<file path="src/rtl/op_issue_pkg.sv">
`default_nettype none
// +--------------------------------------------------------------------+
// | op_issue_pkg : select encodings and command entry type              |
// | Rev 1.0                                                             |
// +--------------------------------------------------------------------+
package op_issue_pkg;

   localparam logic [1:0] SEL_INC  = 2'b00;
   localparam logic [1:0] SEL_PASS = 2'b01;
   localparam logic [1:0] SEL_DEC  = 2'b10;
   localparam logic [1:0] SEL_HOLD = 2'b11;

   localparam int CMD_W = 10;

   typedef struct packed {
      logic [7:0] number;
      logic [1:0] op;
   } cmd_t;

endpackage
`default_nettype wire

</file>
<file path="src/rtl/op_issue_mem.sv">
`default_nettype none
// +--------------------------------------------------------------------+
// | op_issue_mem : DEPTH x cmd_t storage, sync write, async head read   |
// | Rev 1.0                                                             |
// +--------------------------------------------------------------------+
module op_issue_mem
   import op_issue_pkg::*;
#(
   parameter int DEPTH = 4,
   parameter int AW    = $clog2(DEPTH)
) (
   input  logic          clk,
   input  logic          wr_en,
   input  logic [AW-1:0] wr_addr,
   input  cmd_t          wr_data,
   input  logic [AW-1:0] rd_addr,
   output cmd_t          rd_data
);

   // No reset: occupancy is tracked by the pointers, contents are don't-care
   cmd_t r_mem [DEPTH];

   always_ff @(posedge clk) begin
      if (wr_en) begin
         r_mem[wr_addr] <= wr_data;
      end
   end

   assign rd_data = r_mem[rd_addr];

endmodule
`default_nettype wire

</file>
<file path="src/rtl/op_issue_fifo.sv">
`default_nettype none
// +--------------------------------------------------------------------+
// | op_issue_fifo : command queue feeding a registered op/operand pair  |
// | Optional statistics counters: define OP_ISSUE_STATS_EN              |
// | Rev 1.0                                                             |
// +--------------------------------------------------------------------+
module op_issue_fifo
   import op_issue_pkg::*;
#(
   parameter int DEPTH = 4
) (
   input  logic                     clk,
   input  logic                     RST,
   input  logic                     in_valid,
   output logic                     in_ready,
   input  logic [7:0]               in_number,
   input  logic [1:0]               in_op,
   input  logic                     flush,
   input  logic                     out_en,
   output logic [7:0]               out_number,
   output logic [1:0]               out_select,
   output logic [$clog2(DEPTH):0]   count,
   output logic [15:0]              issued_cnt,
   output logic [15:0]              starve_cnt
);

   localparam int             AW       = $clog2(DEPTH);
   localparam int             CW       = AW + 1;
   localparam logic [CW-1:0]  FULL_CNT = CW'(DEPTH);

   logic [AW-1:0] r_wr_ptr;
   logic [AW-1:0] r_rd_ptr;
   logic [CW-1:0] r_count;
   logic [7:0]    r_out_number;
   logic [1:0]    r_out_select;
   logic          w_accept;
   logic          w_issue;
   cmd_t          w_wr_cmd;
   cmd_t          w_head;

   assign in_ready = (r_count < FULL_CNT) && !flush && !RST;
   assign w_accept = in_valid && in_ready;
   assign w_issue  = out_en && (r_count != '0) && !flush && !RST;
   assign w_wr_cmd = '{number: in_number, op: in_op};

   op_issue_mem #(
      .DEPTH   (DEPTH),
      .AW      (AW)
   ) u_mem (
      .clk     (clk),
      .wr_en   (w_accept),
      .wr_addr (r_wr_ptr),
      .wr_data (w_wr_cmd),
      .rd_addr (r_rd_ptr),
      .rd_data (w_head)
   );

   always_ff @(posedge clk) begin
      if (RST || flush) begin
         r_wr_ptr     <= '0;
         r_rd_ptr     <= '0;
         r_count      <= '0;
         r_out_number <= 8'h00;
         r_out_select <= SEL_HOLD;
      end else begin
         if (w_accept) r_wr_ptr <= r_wr_ptr + 1'b1;
         if (w_issue)  r_rd_ptr <= r_rd_ptr + 1'b1;
         case ({w_accept, w_issue})
            2'b10:   r_count <= r_count + 1'b1;
            2'b01:   r_count <= r_count - 1'b1;
            default: r_count <= r_count;
         endcase
         // Idle cycles present a hold op so the downstream result is kept
         if (w_issue) begin
            r_out_number <= w_head.number;
            r_out_select <= w_head.op;
         end else begin
            r_out_number <= 8'h00;
            r_out_select <= SEL_HOLD;
         end
      end
   end

   assign out_number = r_out_number;
   assign out_select = r_out_select;
   assign count      = r_count;

`ifdef OP_ISSUE_STATS_EN
   logic [15:0] r_issued_cnt;
   logic [15:0] r_starve_cnt;

   // Statistics survive flush; only RST clears them
   always_ff @(posedge clk) begin
      if (RST) begin
         r_issued_cnt <= '0;
         r_starve_cnt <= '0;
      end else begin
         if (w_issue && (r_issued_cnt != 16'hFFFF))
            r_issued_cnt <= r_issued_cnt + 16'd1;
         if (out_en && (r_count == '0) && (r_starve_cnt != 16'hFFFF))
            r_starve_cnt <= r_starve_cnt + 16'd1;
      end
   end

   assign issued_cnt = r_issued_cnt;
   assign starve_cnt = r_starve_cnt;
`else
   assign issued_cnt = 16'h0000;
   assign starve_cnt = 16'h0000;
`endif

endmodule
`default_nettype wire

</file>
<file path="config.mk">
export PLATFORM = sky130hd
export DESIGN_NAME = op_issue_fifo
export DESIGN_NICKNAME = d
export VERILOG_FILES = /design/src/rtl/op_issue_pkg.sv /design/src/rtl/op_issue_mem.sv /design/src/rtl/op_issue_fifo.sv
export SDC_FILE = /design/constraint.sdc
export NUM_CORES = 1
export LEC_CHECK = 0
export ABC_AREA = 1
export CAP_MARGIN = 20
export CORE_ASPECT_RATIO = 1.4
export CORE_MARGIN = 2
export CORE_UTILIZATION = 45
export DETAILED_ROUTE_END_ITERATION = 8
export DONT_BUFFER_PORTS = 1
export GPL_ROUTABILITY_DRIVEN = 0
export PLACE_DENSITY_LB_ADDON = 0.08
export SLEW_MARGIN = 25
export SYNTH_ARGS = -nofsm -noshare
export SYNTH_HDL_FRONTEND = slang
export SYNTH_SLANG_ARGS = --single-unit
export TNS_END_PERCENT = 100
</file>
<file path="constraint.sdc">
create_clock -name clk -period 2.29 [get_ports clk]
set_input_delay 0.3435 -clock clk [delete_from_list [all_inputs] [get_ports clk]]
set_output_delay 0.3435 -clock clk [all_outputs]
set_load 0.05 [all_outputs]
</file>
==> implementation parameters <==
Parameter                              Value

Status
  Result of the run ... finished, final reports clean

STA
  Post-Route Setup TNS ... 0 ns
  RSZ-0062 raised after global routing ... false
  Maximum operating frequency ... 553.8 MHz
  Total of endpoints with negative setup slack in the final report ... 0
  Number of hold-slack violations in the final timing report ... 0
  Final Worst Setup Slack ... 0.4841 ns
  Final Max Tran Viols ... 0
  Minimum clock period ... 1.806 ns
  Final clock period utilization by the worst path ... 78.86%
  Worst setup skew after layout ... 0.006718 ns

Detailed routing
  Aggregate routed wire length ... 4309 microns
  Avg WL per Cell ... 13.68 microns
  Via density per instance ... 4.460
  Number of remaining DRC errors ... 0
  Total via count in the routed design ... 1405
  Number of nets with antenna violations after detailed routing ... 0
  Number of search-and-repair iterations in the first detailed-routing pass ... 6
  Violation count after the first detailed-route iteration ... 55

Place
  Post-detailed-placement half-perimeter wirelength ... 2844 microns
  Pre-CTS worst setup slack ... 0.3987 ns
  I/O Buffers ... 0

Global route
  GR peak layer ... met2
  Pin count of the biggest net entering global routing ... 24
  Met3 usage ... 7.853%
  GRT Resource Usage Total ... 16.19%
  M2 GR Usage ... 24.58%
  Via count of the first global-routing pass ... 1377
  Remaining global-route overflow ... 0
  Global-route wire length before repair ... 6886 microns
  Met1 routing resource usage after global routing ... 18.76%
  Initial antenna violation count ... 0

Synthesis
  Fraction of the yosys area taken by sequential cells ... 61.97%
  Cell taking the most area after synthesis ... sky130_fd_sc_hd__edfxtp_1
  Number of distinct standard cells referenced by the synthesized netlist ... 23
  Post-synthesis average cell area ... 10.91 sq um
  Number of warning messages in the yosys log ... 0
  Proportion of netlist area held by the largest area contributor ... 48.29%
  Register bit total from synthesis ... 57
  Synthesized area ... 0.002487 sq mm
  Leading post-synthesis cells by cell area ... sky130_fd_sc_hd__edfxtp_1 (48%), sky130_fd_sc_hd__dfxtp_1 (14%), sky130_fd_sc_hd__buf_4 (10%), sky130_fd_sc_hd__nor2_1 (7.1%), sky130_fd_sc_hd__nand2_1 (3.3%)
  Synthesized netlist cell count ... 228

Die
  Chip height ... 91.97 microns
  Core region area ... 0.005405 sq mm
  Number of top-level pins ... 61
  Area of the die ... 0.006147 sq mm
  Width of the die ... 66.84 microns
  Effective utilization at floorplan ... 46.02%
  Row count ... 32

Power
  Leakage power figure ... 0.001074 uW
  Power per cell area ... 841.5 mW/mm^2
  Switching power ... 520.7 uW
  Internal power of the cells ... 1728 uW
  Switching part of the total power ... 23.15%
  Clock network power share ... 43.7%
  Relative contribution of combinational cells to total power ... 6.8%
  Register share of total power ... 49.5%
  Maximum vdd ir drop ... 0.4036 mV

Cells and area
  Diodes inserted ... 0
  Fillcell total ... 496
  Area used by sequential logic in the layout ... 0.001541 sq mm
  Share of post-route cells with drive strength above 1 ... 14.17%
  Most common cell after layout, fill and taps aside ... sky130_fd_sc_hd__nor2_1
  Final-stage net count ... 263
  Syn-to-layout area delta ... 7.445%
  Multi-input logic area ... 700.7 sq um
  Commonest non-fill, non-tap cells in the layout ... sky130_fd_sc_hd__nor2_1 (47), sky130_fd_sc_hd__edfxtp_1 (40), sky130_fd_sc_hd__conb_1 (32)

Clock network
  Hold-fix buffers, CTS ... 0
  Number of buffers inserted during clock tree synthesis ... 9
  Source-to-sink clock delay at the later pin of the worst-skew pair ... 0.33 ns
  Quantity of gates resized following cts ... 0
  Postcts setup bufs ... 0
  Clock root buffer master ... sky130_fd_sc_hd__clkbuf_8
  TritonCTS clock tree ... built
  Clk sinks ... 57
  Clock transition at path regs ... 0.06 ns
  H-tree depth ... 3
  Maximum count of clock buffers along a single path ... 2

Flow run
  Max-capacitance violation count ... 0

Worst setup path
  Worst-case reg-to-reg path depth ... 10
  Nature of the critical path endpoint ... flop
  Critical path class ... flop to flop
  Maximum fanout count along the critical path ... 7
  Slowest library cell on the worst path ... sky130_fd_sc_hd__fa_1
  Kind of start point of the critical path ... flop
  Ordered cell list for the critical path ... inv_1 > nand3_1 > ha_1 > fa_1 > nor2_1 > nor2_1 > nand2_1 > nand2_1 > nand2_1 > nor2_1
  Critical Path Max Stage Delay ... 0.39 ns
  Critical path required time ... 2.51 ns
  WP data arrival ... 2.03 ns

Min path
  Min-Delay Path Depth ... 0
  Type of the most critical hold path ... input port to flop
-- through the flow --
stage / hold WS (ns) / instance area [sq um] / utilization [%] / instances / total power (uW)
finish: 0.1061 / 2673 / 49.44 / 315 / 2249
global route: 0.07349 / 2673 / 49.44 / 315 / 2343
CTS: 0.08192 / 2673 / 49.44 / 315 / 2281
detailed placement: 0.4425 / 2462 / 45.56 / 299 / 1288
global placement: 0.4425 / 2462 / 45.56 / 299 / 1287
floorplan: 0.4424 / 2604 / - / 259 / 1321
-- area by class of cell --
| cell class | instances | area share (%) |
|---|---|---|
| inverter | 14 | 1.966 |
| sequential | 57 | 57.68 |
| clock inverter | 6 | 3.090 |
| multi-input combinational | 149 | 26.22 |
| timing repair buffer | 11 | 3.090 |
| tap | 68 | 3.184 |
| clock buffer | 10 | 4.775 |
-- critical path, delay by kind of cell (launching register included) --
family	cells	cell delay (ns)
adders and majority gates	2	0.69
DFF	1	0.31
buffers and inverters	1	0.11
and+or+nand+nor	7	0.59
-- state kept, by name, summed over array words and instances, names as in the netlist --
register / count
count: 3
out_number: 8
out_select: 2
r_rd_ptr: 2
r_wr_ptr: 2
u_mem.r_mem: 40
-- cells by family (layout without fill, tap and decap cells) --
family | Yosys count | count (layout) | share of synthesized area, %
other | 1 | 32 | 0.1508
XOR/XNOR | 1 | 1 | 0.3522
AO/OA/AOI/OAI | 31 | 31 | 6.590
adder cells (fa/ha/maj) | 6 | 6 | 3.320
buffers and inverters | 53 | 41 | 14.54
AND/OR/NAND/NOR | 79 | 79 | 13.08
flip-flops | 57 | 57 | 61.97
-- power by group through the flow --
stage / clock [uW] / sequential [uW] / combinational [uW]
after floorplan: 0 / 1140 / 183
after global placement: 0 / 1140 / 151
after detailed placement: 0 / 1140 / 151
after CTS: 1020 / 1110 / 151
after global routing: 1070 / 1110 / 161
final: 983 / 1110 / 152
-- metal layers --
layer  vias to the layer above  routed length (microns)
met5                         -                        0
met2                        52                     2177
met1                       637                     1758
met3                         4                      319
li1                        712                        -
met4                         0                       54
-- synthesized netlist by cell type --
cell,instances
sky130_fd_sc_hd__a21oi_1,10
sky130_fd_sc_hd__a21oi_2,1
sky130_fd_sc_hd__buf_2,1
sky130_fd_sc_hd__buf_4,33
sky130_fd_sc_hd__buf_6,5
sky130_fd_sc_hd__conb_1,1
sky130_fd_sc_hd__dfxtp_1,17
sky130_fd_sc_hd__edfxtp_1,40
sky130_fd_sc_hd__fa_1,1
sky130_fd_sc_hd__ha_1,5
sky130_fd_sc_hd__inv_1,10
sky130_fd_sc_hd__inv_2,4
sky130_fd_sc_hd__nand2_1,22
sky130_fd_sc_hd__nand2_2,2
sky130_fd_sc_hd__nand2_4,1
sky130_fd_sc_hd__nand3_1,5
sky130_fd_sc_hd__nor2_1,47
sky130_fd_sc_hd__nor2_2,1
sky130_fd_sc_hd__nor2_4,1
sky130_fd_sc_hd__o211ai_1,2
sky130_fd_sc_hd__o21ai_0,2
sky130_fd_sc_hd__o21ai_1,16
sky130_fd_sc_hd__xor2_1,1
-- worst paths after layout --
check	start	end	slack, ns
max	count[2]	count[2]	0.48
min	in_number[6]	u_mem.r_mem[0][8]	0.11
max reg2reg	count[2]	count[2]	0.48
min reg2reg	u_mem.r_mem[3][4]	out_number[2]	0.51
No activity file was read; power rests on OpenSTA's default activity.
